[src/rtl/mem_arb_pkg.sv]
// Shared types and constants for the unified memory port arbiter.
//   state_t    : sequencing FSM states (IDLE -> ISSUE -> WAIT)
//   owner_t    : which requester owns the in-flight access
//   MEM_CTRL_W : width of the load/store width code (funct3)
//   FETCH_CTRL : width code forced for instruction fetches (word)
package mem_arb_pkg;

  typedef enum logic [1:0] {
    IDLE  = 2'd0,
    ISSUE = 2'd1,
    WAIT  = 2'd2
  } state_t;

  typedef enum logic {
    OWN_IF = 1'b0,
    OWN_D  = 1'b1
  } owner_t;

  localparam int MEM_CTRL_W = 3;
  localparam logic [MEM_CTRL_W-1:0] FETCH_CTRL = 3'b010;

endpackage

[src/rtl/mem_port_arbiter_if.sv]
// Bundle of the fetch, data and memory-side signals around the arbiter.
//   fetch side : if_req/if_addr/if_flush in, if_rdata/if_valid/if_stall out
//   data side  : d_req/d_we/d_addr/d_wdata/d_ctrl in, d_rdata/d_valid/d_stall out
//   memory side: mem_en/mem_we/mem_addr/mem_wdata/mem_ctrl out, mem_rdata in
// Modports: master = arbiter view, slave = pipeline/memory environment view.
interface mem_port_arbiter_if #(
  parameter int ADDR_WIDTH = 32,
  parameter int DATA_WIDTH = 32
);
  import mem_arb_pkg::*;

  logic                  if_req;
  logic [ADDR_WIDTH-1:0] if_addr;
  logic                  if_flush;
  logic [DATA_WIDTH-1:0] if_rdata;
  logic                  if_valid;
  logic                  if_stall;

  logic                  d_req;
  logic                  d_we;
  logic [ADDR_WIDTH-1:0] d_addr;
  logic [DATA_WIDTH-1:0] d_wdata;
  logic [MEM_CTRL_W-1:0] d_ctrl;
  logic [DATA_WIDTH-1:0] d_rdata;
  logic                  d_valid;
  logic                  d_stall;

  logic                  mem_en;
  logic                  mem_we;
  logic [ADDR_WIDTH-1:0] mem_addr;
  logic [DATA_WIDTH-1:0] mem_wdata;
  logic [MEM_CTRL_W-1:0] mem_ctrl;
  logic [DATA_WIDTH-1:0] mem_rdata;

  modport master (
    input  if_req, if_addr, if_flush,
    output if_rdata, if_valid, if_stall,
    input  d_req, d_we, d_addr, d_wdata, d_ctrl,
    output d_rdata, d_valid, d_stall,
    output mem_en, mem_we, mem_addr, mem_wdata, mem_ctrl,
    input  mem_rdata
  );

  modport slave (
    output if_req, if_addr, if_flush,
    input  if_rdata, if_valid, if_stall,
    output d_req, d_we, d_addr, d_wdata, d_ctrl,
    input  d_rdata, d_valid, d_stall,
    input  mem_en, mem_we, mem_addr, mem_wdata, mem_ctrl,
    output mem_rdata
  );

endinterface

[src/rtl/mem_port_arbiter.sv]
// Shares the single memory port between instruction fetch and the memory
// stage. One access in flight: grant in IDLE, strobe memory for one cycle in
// ISSUE, wait MEM_LATENCY cycles in WAIT and pulse the owner's valid in the
// last of them. Data wins arbitration unless fetch has waited through
// MAX_D_STREAK consecutive data grants.
// Ports:
//   clk : rising-edge clock
//   rst : asynchronous active-high reset
//   bus : mem_port_arbiter_if.master (fetch, data and memory signals)
module mem_port_arbiter #(
  parameter int ADDR_WIDTH   = 32,
  parameter int DATA_WIDTH   = 32,
  parameter int MEM_LATENCY  = 2,
  parameter int MAX_D_STREAK = 4
) (
  input logic                clk,
  input logic                rst,
  mem_port_arbiter_if.master bus
);
  import mem_arb_pkg::*;

  // Counter only has to hold MEM_LATENCY-1, loaded in ISSUE.
  localparam int CNT_W    = (MEM_LATENCY > 1) ? $clog2(MEM_LATENCY) : 1;
  localparam int STREAK_W = $clog2(MAX_D_STREAK + 1);
  localparam logic [CNT_W-1:0]    LAT_LOAD   = CNT_W'(MEM_LATENCY - 1);
  localparam logic [STREAK_W-1:0] STREAK_MAX = STREAK_W'(MAX_D_STREAK);

  state_t                state;
  state_t                next_state;
  owner_t                owner;
  logic [ADDR_WIDTH-1:0] addr_q;
  logic [DATA_WIDTH-1:0] wdata_q;
  logic                  we_q;
  logic [MEM_CTRL_W-1:0] ctrl_q;
  logic [CNT_W-1:0]      cnt;
  logic [STREAK_W-1:0]   streak;
  logic                  kill;

  logic grant_d;
  logic grant_if;
  logic last_wait;
  logic issue;
  logic if_ok;
  logic d_ok;

  always_ff @(posedge clk or posedge rst) begin
    if (rst) state <= IDLE;
    else     state <= next_state;
  end

  // Next-state, arbitration and all bus outputs. A flush arriving in the
  // very last WAIT cycle must still suppress if_valid, hence the direct
  // if_flush term alongside the registered kill flag.
  always_comb begin
    next_state = state;
    grant_d    = 1'b0;
    grant_if   = 1'b0;
    last_wait  = 1'b0;
    case (state)
      IDLE: begin
        grant_d  = bus.d_req && !(bus.if_req && (streak == STREAK_MAX));
        grant_if = bus.if_req && !grant_d;
        if (grant_d || grant_if) next_state = ISSUE;
      end
      ISSUE: next_state = WAIT;
      WAIT: begin
        if (cnt == '0) begin
          last_wait  = 1'b1;
          next_state = IDLE;
        end
      end
      default: next_state = IDLE;
    endcase

    issue = (state == ISSUE);
    if_ok = last_wait && (owner == OWN_IF) && !kill && !bus.if_flush;
    d_ok  = last_wait && (owner == OWN_D);

    bus.mem_en    = issue;
    bus.mem_we    = issue && we_q;
    bus.mem_addr  = issue ? addr_q  : '0;
    bus.mem_wdata = issue ? wdata_q : '0;
    bus.mem_ctrl  = issue ? ctrl_q  : '0;

    bus.if_valid = if_ok;
    bus.if_rdata = if_ok ? bus.mem_rdata : '0;
    bus.d_valid  = d_ok;
    bus.d_rdata  = (d_ok && !we_q) ? bus.mem_rdata : '0;
    bus.if_stall = bus.if_req && !if_ok;
    bus.d_stall  = bus.d_req && !d_ok;
  end

  // Request capture, streak tracking, latency countdown and fetch kill.
  // Fetch captures are normalised (read, word, zero data) so ISSUE can
  // drive mem_* straight from the registers.
  always_ff @(posedge clk or posedge rst) begin
    if (rst) begin
      owner   <= OWN_IF;
      addr_q  <= '0;
      wdata_q <= '0;
      we_q    <= 1'b0;
      ctrl_q  <= '0;
      streak  <= '0;
      cnt     <= '0;
      kill    <= 1'b0;
    end else begin
      if (grant_d) begin
        owner   <= OWN_D;
        addr_q  <= bus.d_addr;
        wdata_q <= bus.d_wdata;
        we_q    <= bus.d_we;
        ctrl_q  <= bus.d_ctrl;
        if (!bus.if_req)               streak <= '0;
        else if (streak != STREAK_MAX) streak <= streak + 1'b1;
      end else if (grant_if) begin
        owner   <= OWN_IF;
        addr_q  <= bus.if_addr;
        wdata_q <= '0;
        we_q    <= 1'b0;
        ctrl_q  <= FETCH_CTRL;
        streak  <= '0;
      end

      if (state == ISSUE)                    cnt <= LAT_LOAD;
      else if (state == WAIT && cnt != '0)   cnt <= cnt - 1'b1;

      if (last_wait)
        kill <= 1'b0;
      else if (state != IDLE && owner == OWN_IF && bus.if_flush)
        kill <= 1'b1;
    end
  end

endmodule

[src/flat_wrapper.sv]
// flat-port wrapper written by rule: the top's interface ports become plain ports
module mem_port_arbiter_flat import mem_arb_pkg::*;
#(
  parameter int ADDR_WIDTH   = 32,
  parameter int DATA_WIDTH   = 32,
  parameter int MEM_LATENCY  = 2,
  parameter int MAX_D_STREAK = 4
)
  (clk, rst, bus_if_req, bus_if_addr, bus_if_flush, bus_if_rdata, bus_if_valid, bus_if_stall, bus_d_req, bus_d_we, bus_d_addr, bus_d_wdata, bus_d_ctrl, bus_d_rdata, bus_d_valid, bus_d_stall, bus_mem_en, bus_mem_we, bus_mem_addr, bus_mem_wdata, bus_mem_ctrl, bus_mem_rdata);
  mem_port_arbiter_if #(.ADDR_WIDTH(ADDR_WIDTH), .DATA_WIDTH(DATA_WIDTH)) bus_i ();
  input logic clk;
  input logic rst;
  input wire logic [$bits(bus_i.if_req)-1:0] bus_if_req;
  input wire logic [$bits(bus_i.if_addr)-1:0] bus_if_addr;
  input wire logic [$bits(bus_i.if_flush)-1:0] bus_if_flush;
  output wire logic [$bits(bus_i.if_rdata)-1:0] bus_if_rdata;
  output wire logic [$bits(bus_i.if_valid)-1:0] bus_if_valid;
  output wire logic [$bits(bus_i.if_stall)-1:0] bus_if_stall;
  input wire logic [$bits(bus_i.d_req)-1:0] bus_d_req;
  input wire logic [$bits(bus_i.d_we)-1:0] bus_d_we;
  input wire logic [$bits(bus_i.d_addr)-1:0] bus_d_addr;
  input wire logic [$bits(bus_i.d_wdata)-1:0] bus_d_wdata;
  input wire logic [$bits(bus_i.d_ctrl)-1:0] bus_d_ctrl;
  output wire logic [$bits(bus_i.d_rdata)-1:0] bus_d_rdata;
  output wire logic [$bits(bus_i.d_valid)-1:0] bus_d_valid;
  output wire logic [$bits(bus_i.d_stall)-1:0] bus_d_stall;
  output wire logic [$bits(bus_i.mem_en)-1:0] bus_mem_en;
  output wire logic [$bits(bus_i.mem_we)-1:0] bus_mem_we;
  output wire logic [$bits(bus_i.mem_addr)-1:0] bus_mem_addr;
  output wire logic [$bits(bus_i.mem_wdata)-1:0] bus_mem_wdata;
  output wire logic [$bits(bus_i.mem_ctrl)-1:0] bus_mem_ctrl;
  input wire logic [$bits(bus_i.mem_rdata)-1:0] bus_mem_rdata;
  assign bus_i.if_req = bus_if_req;
  assign bus_i.if_addr = bus_if_addr;
  assign bus_i.if_flush = bus_if_flush;
  assign bus_if_rdata = bus_i.if_rdata;
  assign bus_if_valid = bus_i.if_valid;
  assign bus_if_stall = bus_i.if_stall;
  assign bus_i.d_req = bus_d_req;
  assign bus_i.d_we = bus_d_we;
  assign bus_i.d_addr = bus_d_addr;
  assign bus_i.d_wdata = bus_d_wdata;
  assign bus_i.d_ctrl = bus_d_ctrl;
  assign bus_d_rdata = bus_i.d_rdata;
  assign bus_d_valid = bus_i.d_valid;
  assign bus_d_stall = bus_i.d_stall;
  assign bus_mem_en = bus_i.mem_en;
  assign bus_mem_we = bus_i.mem_we;
  assign bus_mem_addr = bus_i.mem_addr;
  assign bus_mem_wdata = bus_i.mem_wdata;
  assign bus_mem_ctrl = bus_i.mem_ctrl;
  assign bus_i.mem_rdata = bus_mem_rdata;
  mem_port_arbiter #(.ADDR_WIDTH(ADDR_WIDTH), .DATA_WIDTH(DATA_WIDTH), .MEM_LATENCY(MEM_LATENCY), .MAX_D_STREAK(MAX_D_STREAK)) u_core (.clk(clk), .rst(rst), .bus(bus_i));
endmodule
[config.mk]
export PLATFORM = sky130hd
export DESIGN_NAME = mem_port_arbiter_flat
export DESIGN_NICKNAME = d
export VERILOG_FILES = /design/src/rtl/mem_arb_pkg.sv /design/src/rtl/mem_port_arbiter_if.sv /design/src/rtl/mem_port_arbiter.sv /design/src/flat_wrapper.sv
export SDC_FILE = /design/constraint.sdc
export NUM_CORES = 1
export LEC_CHECK = 0
export BUFFER_PORTS_ARGS = -buffer_cell sky130_fd_sc_hd__buf_4
export CORE_ASPECT_RATIO = 1.5
export CORE_MARGIN = 3
export CORE_UTILIZATION = 30
export DETAILED_ROUTE_END_ITERATION = 8
export PLACE_DENSITY = 0.57
export SYNTH_ARGS = -nofsm -noshare
export SYNTH_HDL_FRONTEND = slang
export SYNTH_SLANG_ARGS = --single-unit
[constraint.sdc]
create_clock -name clk -period 4.69 [get_ports clk]
set_input_delay 0 -clock clk [delete_from_list [all_inputs] [get_ports clk]]
set_output_delay 0 -clock clk [all_outputs]
set_load 0.005 [all_outputs]
# Word level (Yosys, flattened, before mapping)
# Cells that the tools add are included.
word_totals:
  ff_bits: 76
  in_bits: 137
  output_inout_bits: 137
  word_cells: 77
classes:
  add_sub_neg: 2
  n_eq_ne: 7
  muxes: 29
  n_bitwise: 1
  reduce_logical: 29
op_table:
  columns: ["operator", "n"]
  rows:
  - ["$mux 32", 8]
  - ["$mux 3", 7]
  - ["$logic_and 1x1->1", 14]
  - ["$mux 1", 11]
  - ["$reduce_bool 2->1", 4]
  - ["$logic_not 1->1", 7]
  - ["$ne 3x3->1 const B", 2]
  - ["$pmux 2 s3", 1]
  - ["$mux 2", 2]
  - ["$reduce_and 2->1", 2]
  - ["$add 3x1->3 const B", 1]
  - ["$eq 3x3->1 const B", 1]
  - ["$eq 2x1->1 const B", 1]
  - ["$eq 2x2->1 const B", 1]
  - ["$logic_not 2->1", 1]
  - ["$ne 2x1->1 const B", 1]
  - ["$ne 2x2->1 const B", 1]
  - ["$logic_or 1x1->1", 1]
  - ["$not 1->1", 1]
  - ["$sub 1x1->1 const B", 1]

# Depth between registers and ports, before layout
# Gate-level depths: netlist of run 1.
depth:
  depth_word: 9
  depth_mapped: 7
  mapped_depth_nobuf: 5

# Worst setup path after synthesis of run 1
# Ideal clock, no wire load.
synth_path:
  path_kind: "flip-flop to flip-flop"
  start: "register u_core.streak[0]"
  end: "register u_core.addr_q[0]"
  setup_time_ps: 136
  t_arrival_ps: 1326
  required_time_ps: 4554
  setup_slack_ps: 3228
  stages_incl_launch_ff: 8
  synth_period_minus_slack_ps: 1462
  cell_sequence: "dfrtp_1 > inv_1 > ha_1 > and2_1 > clkbuf_1 > clkbuf_1 > o2111ai_1 > o211ai_1"
synth_between:
  elab_chain_len: 8
  elab_cells_between_ends: 10
synth_lines:
  columns: ["item", "line", "source"]
  rows:
  - ["start, declared", "mem_port_arbiter.sv:36", "logic [STREAK_W-1:0] streak;"]
  - ["start signal, assigned", "mem_port_arbiter.sv:114", "else if (streak != STREAK_MAX) streak <= streak + 1'b1;"]
  - ["$eq 3x3->1 (*)", "mem_port_arbiter.sv:61", "grant_d = bus.d_req && !(bus.if_req && (streak == STREAK_MAX));"]
  - ["$logic_and 1x1->1 (*)", "mem_port_arbiter.sv:61", null]
  - ["$logic_not 1->1 (*)", "mem_port_arbiter.sv:61", null]
  - ["$logic_and 1x1->1 (*)", "mem_port_arbiter.sv:61", null]
  - ["$logic_not 1->1", "mem_port_arbiter.sv:62", "grant_if = bus.if_req && !grant_d;"]
  - ["$logic_and 1x1->1", "mem_port_arbiter.sv:62", null]
  - ["$mux 1", "mem_port_arbiter.sv:59", "case (state)"]
  - ["$reduce_bool 2->1 (no source line)", null, null]
  - ["end signal, assigned", "mem_port_arbiter.sv:109", "addr_q <= bus.d_addr;"]
  - ["end signal, assigned", "mem_port_arbiter.sv:117", "addr_q <= bus.if_addr;"]
  - ["end, declared", "mem_port_arbiter.sv:31", "logic [ADDR_WIDTH-1:0] addr_q;"]
# Every way passes the cells marked *; elsewhere a longest branch is shown, timed or not.
# A chain may end at the register's enable or synchronous reset.

# Worst setup path after layout of run 1
layout_path:
  start: "register u_core.streak[0]"
  end: "register u_core.addr_q[27]"
# The elaborated chain is that of the path after synthesis.

==> qor.yml, run 1 <==
clock_tree:
  numCtsBuffers: 9
  cts_buffer_depth: 2
  postCtsSetupBuffers: 0
  path_clk_slew_ns: 0.07
  clk_latency_ns: 0.34
  cts_tree: "built"
  clock-root-buffer: "clkbuf_16"
  cts-htree-levels: 3
  cts_sinks: 76
setup_path:
  rr_worst_depth: 6
  rr_endpoint: "u_core.addr_q[27]"
  cp.required_ns: 4.96
  end_kind: "flip-flop"
  path_class: "flip-flop to flip-flop"
  cpLargestDelayFamily: "simple AND/OR/NAND/NOR gates"
  r2r-start: "u_core.streak[0]"
  crit_arrival_ns: 2.90
  cp_slowest_cell: "and2_1"
  max_stage_delay_ns: 1.00
  path_cells: "inv_1 -> ha_1 -> and2_1 -> o2111ai_1 -> o211ai_1 -> dlygate4sd3_1"
  r2r_slack_ns: 2.06
  cp_max_fo: 32
  setup.worst_path.start_class: "flip-flop"
  cp_num_buf_inv: 2
placement:
  globalplace.congestion: 0.7997
  io_buffers: 273
  place_ws_ns: 2.299
  dp_hpwl_mm: 12.57
  dpl-instance-area_mm2: 0.006452
outcome:
  outcome: "finished, violations left"
  violations: "negative hold slack"
power_and_ir_drop:
  swShare_pct: 34.56
  p_switching_mw: 1.280
  combPwrFrac_pct: 47.5
  power_leakage_nw: 3.912
  ir_drop_v: 0.0002263
  seqPwrFrac_pct: 31.5
  power_density_mw_per_mm2: 475.0
  intPower_mw: 2.422
  pwr-share-clk_pct: 21.1
sta:
  tns_ns: 0
  fin_worst_skew_ns: 0.006525
  max_slew.worst_pin.slew_ns: 1.303
  min_period_ns: 2.627
  hold_ws_ns: -0.03729
  layout_setup_ws_ns: 2.063
  hold_violations: 37
  rsz0062_at_grt: "false"
  slew_headroom_pct: 13.10
  finalSetupViolCount: 0
  post-route-period-util_pct: 56.02
  fmax_mhz: 380.6
  drv_slew: 0
floorplanning:
  fp.dieW_um: 104.1
  core_area_mm2: 0.01406
  rows: 53
  initial_core_util_pct: 30.80
  ios: 274
  die_y_um: 153.1
  die_area_mm2: 0.01594
synth:
  ys.flop_type: "dfrtp_1"
  synth.avg_cell_area_um2: 9.559
  syn_inst: 453
  ys_ff_latch: 76
  netlist_area_mm2: 0.004330
  ys_warn_count: 0
  yosysTopAreaCellShare_pct: 43.92
  synth-compound-area-share_pct: 24.24
  synth_cell_type_count: 34
  synth-simple-area-share_pct: 22.10
  postSynth.asyncResetShare_pct: 100.0
  synth_top_cell_by_area: "dfrtp_1"
  synthAdderAreaFrac_pct: 0.8090
  synth.area.top_cells: "dfrtp_1, and2_1, a22o_1"
  synth_fp_nets: 592
  synth_top_family_by_area: "compound AO/OA/AOI/OAI gates"
  synth-edff-count: 0
  synth-seq-area-share_pct: 43.92
  synth_mux_area_share_pct: 0.2600
  synthXorXnorAreaFrac_pct: 0.2023
global_routing:
  overflow: 0
  grt_pass1_vias: 4958
  grt_usage_pct: 22.01
  antenna_found_initial: 2
  grt_pass1_wl_mm: 27.91
  grt_max_degree: 77
detailed_routing:
  drt-wirelength-per-cell_um: 17.89
  wirelength_mm: 17.80
  antenna_left: 0
  route.detailed.drc: 0
  first_iter_violations: 255
  num_vias: 4817
  drtPass1Iterations: 4
  viasPerCell: 4.841
cells_and_area:
  syn_to_final_growth_pct: 79.98
  regArea_mm2: 0.001902
  multi_input_area_mm2: 0.002076
  nFillCells: 1275
  diodes: 0
  nets: 937
  layout_common_cells: "buf_4, and2_1, dlygate4sd3_1, dfrtp_1, inv_1"
  drive_above_1_share_pct: 37.86
  layout_commonest_cell: "buf_4"
  stdcell_area_mm2: 0.007794
flow_run:
  drv_cap: 0
hold_path:
  hp-class: "input port to asynchronous set/reset pin"
==> flip-flops by register name (all words and copies together) (netlist names) <==
signal and flops:
u_core.we_q 1, u_core.owner 1, u_core.kill 1, u_core.addr_q 32, u_core.ctrl_q 3, u_core.streak 3, u_core.state 2, u_core.cnt 1
u_core.wdata_q 32
==> cell usage after synthesis, types with 3 or more instances <==
| library cell | number |
|---|---|
| buf_2 | 8 |
| o21ai_1 | 5 |
| o211ai_1 | 32 |
| clkbuf_1 | 30 |
| buf_6 | 5 |
| a22o_1 | 35 |
| o21ai_0 | 29 |
| nor2_1 | 3 |
| and2_1 | 133 |
| inv_1 | 38 |
| o2111ai_1 | 32 |
| dfrtp_1 | 76 |
==> cell families (layout without fill, tap and decap cells) <==
group                    after synthesis  count (layout)
AND/OR/NAND/NOR                      149             149
AO/OA/AOI/OAI                        139             139
buffers and inverters                 84             434
flip-flops                            76              76
adder cells (fa/ha/maj)                3               3
XOR/XNOR                               1               1
multiplexers                           1               1
==> worst min-delay path, delay by kind of cell <==
family / cells / cell delay, ns
buffers and inverters: 3 / 0.87
==> metrics by stage <==
stage	util (%)	power, mW	instances
global placement	45.90	2.630	878
finish	55.44	3.702	995
floorplan	-	1.983	453
CTS	55.36	3.725	994
global route	55.44	3.969	995
detailed placement	45.90	2.656	878
==> routing by layer <==
| layer | vias up | share of wire [%] | global-route usage [%] |
|---|---|---|---|
| met5 | - | 0.12 | 0 |
| met1 | 2283 | 37 | 24.27 |
| li1 | 2278 | - | - |
| met2 | 221 | 54 | 40.25 |
| met4 | 4 | 2.5 | 8.492 |
| met3 | 31 | 7.2 | 5.577 |
==> worst max-delay path by stage <==
stage,start,endpoint,slack [ns],cells after the start
2_1_floorplan,rst,u_core.addr_q[0],2.75,1
3_3_place_gp,u_core.state[0],u_core.streak[1],2.35,4
3_5_place_dp,u_core.state[0],u_core.streak[1],2.30,4
4_1_cts,u_core.streak[0],u_core.addr_q[11],2.07,6
5_1_grt,u_core.streak[0],u_core.addr_q[18],1.91,6
6_report,u_core.streak[0],u_core.addr_q[27],2.06,6
==> power by group through the flow <==
stage / Combinational [mW] / Clock [mW] / Sequential [mW]
2_1_floorplan: 0.885 / 0 / 1.10
3_3_place_gp: 1.46 / 0 / 1.17
3_5_place_dp: 1.49 / 0 / 1.17
4_1_cts: 1.77 / 0.795 / 1.16
5_1_grt: 1.93 / 0.830 / 1.21
6_report: 1.76 / 0.780 / 1.16
==> layout make-up <==
type	count	area share, %
tap	192	3.082
inverter	39	1.894
clock inverter	7	1.332
multi-input combinational	293	26.63
timing repair buffer	379	39.77
clock buffer	9	2.890
sequential	76	24.40
==> what timing repair did <==
| item | CTS | global route |
|---|---|---|
| hold buffers | 100 | 0 |
| gates resized for setup | 0 | 0 |
| hold endpoints to repair | 68 | 0 |
| endpoints found under the setup margin | 0 | 0 |
No activity file was read; power rests on OpenSTA's default activity.
==> run 2: changes to the inputs <==
clock period = 2.7 ns   (was 4.69 ns; I/O delays follow)
==> qor.yml, run 2 (synthesis results as in run 1) <==
clock_tree:
  cts_buffer_depth: 2  # unchanged
  clock-root-buffer: "clkbuf_16"  # unchanged
  cts_sinks: 76  # unchanged
  numCtsBuffers: 9  # unchanged
  clk_latency_ns: 0.33  # was 0.34 ns
  postCtsSetupBuffers: 0  # unchanged
  path_clk_slew_ns: 0.06  # was 0.07 ns
  cts-htree-levels: 3  # unchanged
  cts_resized: 0  # unchanged
  cts_tree: "built"  # unchanged
  hold_buffers: 102  # was 100
power_and_ir_drop:
  swShare_pct: 34.26  # was 34.56%
  p_switching_mw: 2.217  # was 1.280 mW
  intPower_mw: 4.253  # was 2.422 mW
  power_leakage_nw: 3.951  # was 3.912 nW
  pwr-share-clk_pct: 20.7  # was 21.1%
  power_density_mw_per_mm2: 822.9  # was 475.0 mW/mm^2
  ir_drop_v: 0.0003955  # was 0.0002263 V
  combPwrFrac_pct: 47.9  # was 47.5%
  seqPwrFrac_pct: 31.4  # was 31.5%
detailed_routing:
  drt-wirelength-per-cell_um: 17.92  # was 17.89 um
  antenna_left: 0  # unchanged
  route.detailed.drc: 0  # unchanged
  first_iter_violations: 275  # was 255
  drtPass1Iterations: 5  # was 4
  viasPerCell: 4.931  # was 4.841
  wirelength_mm: 17.99  # was 17.80 mm
  num_vias: 4951  # was 4,817
setup_path:
  path_cells: "or2_1 -> o21ai_0 -> o211ai_1 -> dlygate4sd3_1"  # was inv_1 -> ha_1 -> and2_1 -> o2111ai_1 -> o211ai_1 -> dlygate4sd3_1
  cpLargestDelayFamily: "simple AND/OR/NAND/NOR gates"  # unchanged
  cp_slowest_cell: "or2_1"  # was and2_1
  cp_max_fo: 33  # was 32
  r2r-start: "u_core.state[1]"  # was u_core.streak[0]
  cp.required_ns: 2.96  # was 4.96 ns
  setup.worst_path.start_class: "flip-flop"  # unchanged
  cp_num_buf_inv: 1  # was 2
  crit_arrival_ns: 2.77  # was 2.90 ns
  max_stage_delay_ns: 0.90  # was 1.00 ns
  startpoint: "u_core.state[1]"  # was u_core.streak[0]
  path_class: "flip-flop to flip-flop"  # unchanged
  cp.depth: 4  # was 6
  rr_worst_depth: 4  # was 6
  end_kind: "flip-flop"  # unchanged
hold_path:
  min_path_cells: 3
  hold_start: "bus_if_flush"
  hp-class: "input port to flip-flop"  # was input port to asynchronous set/reset pin
sta:
  min_period_ns: 2.509  # was 2.627 ns
  post-route-period-util_pct: 92.93  # was 56.02%
  layout_setup_ws_ns: 0.1909  # was 2.063 ns
  hold_violations: 0  # was 37
  fin_worst_skew_ns: 0.007331  # was 0.006525 ns
  drv_slew: 0  # unchanged
  tns_ns: 0  # unchanged
  fmax_mhz: 398.5  # was 380.6 MHz
  finalSetupViolCount: 0  # unchanged
  rsz0062_at_grt: "false"  # unchanged
  max_slew.worst_pin.slew_ns: 1.121  # was 1.303 ns
  slew_headroom_pct: 25.30  # was 13.10%
floorplanning:
  ios: 274  # unchanged
  die_area_mm2: 0.01594  # unchanged
  fp.dieW_um: 104.1  # unchanged
  initial_core_util_pct: 30.80  # unchanged
  core_area_mm2: 0.01406  # unchanged
  die_y_um: 153.1  # unchanged
  rows: 53  # unchanged
cells_and_area:
  syn_to_final_growth_pct: 81.57  # was 79.98%
  nets: 945  # was 937
  layout_common_cells: "buf_4, and2_1, dlygate4sd3_1, dfrtp_1, inv_1"  # unchanged
  nFillCells: 1273  # was 1,275
  layout_commonest_cell: "buf_4"  # unchanged
  reg_top3: "u_core.addr_q: 32 flops, u_core.wdata_q: 32 flops"  # unchanged
  drive_above_1_share_pct: 38.22  # was 37.86%
global_routing:
  grt_pass1_vias: 5216  # was 4,958
  grt_usage_pct: 22.13  # was 22.01%
  grt_max_degree: 68  # was 77
  antenna_found_initial: 4  # was 2
  overflow: 0  # unchanged
  grt_pass1_wl_mm: 28.23  # was 27.91 mm
flow_run:
  drv_cap: 0  # unchanged
outcome:
  outcome: "completed"  # was finished, violations left
placement:
  io_buffers: 273  # unchanged
  place_ws_ns: 0.8379  # was 2.299 ns
  globalplace.congestion: 0.7818  # was 0.7997
  dp_hpwl_mm: 12.58  # was 12.57 mm
run 2: layer usage:
metal  global-route usage (%)  part of all wire [%]
met1                    23.31                    35
met2                    39.69                    52
met3                    6.422                   7.4
met4                    11.53                   4.9
met5                        0                  0.23
run 2: final cells by class:
class | instances | area (um^2) | share of cell area [%]
diodes | 1 | 2.502 | 0.03183
clock buffers | 10 | 239.0 | 3.039
clock inverters | 6 | 95.09 | 1.209
inverters | 39 | 147.6 | 1.878
multi-input cells | 293 | 2076 | 26.40
flip-flops and latches | 76 | 1902 | 24.19
well taps | 192 | 240.2 | 3.055
repair buffers | 387 | 3161 | 40.20
run 2: worst min-delay path, stage by stage:
cell and delay [ns]:
buf_4 0.09, and2b_1 0.11, o22a_1 0.13
run 2: final timing paths:
| check | end | slack [ns] |
|---|---|---|
| max | u_core.addr_q[12] | 0.19 |
| min | u_core.kill | 0.03 |
| max reg2reg | u_core.addr_q[12] | 0.19 |
| min reg2reg | u_core.wdata_q[13] | 0.49 |
| max in group asynchronous | u_core.wdata_q[30] | 1.54 |
| min in group asynchronous | u_core.wdata_q[21] | 0.40 |
run 2: power by group through the flow:
stage	registers (mW)	logic, mW	clock network, mW
finish	2.03	3.10	1.34
global route	2.10	3.38	1.42
CTS	2.02	3.09	1.37
detailed placement	2.03	2.60	0
global placement	2.02	2.55	0
floorplan	1.91	1.54	0
run 2: metrics by stage:
stage / instances / area (um^2) / hold WS (ns) / util, % / total power [mW]
after floorplan: 453 / 4330 / 0.1103 / - / 3.445
after global placement: 885 / 6505 / 0.2094 / 46.27 / 4.564
after detailed placement: 885 / 6505 / 0.2203 / 46.27 / 4.623
after CTS: 1003 / 7860 / 0.02244 / 55.91 / 6.480
after global routing: 1004 / 7863 / 0.05234 / 55.93 / 6.906
final: 1004 / 7863 / 0.03355 / 55.93 / 6.470
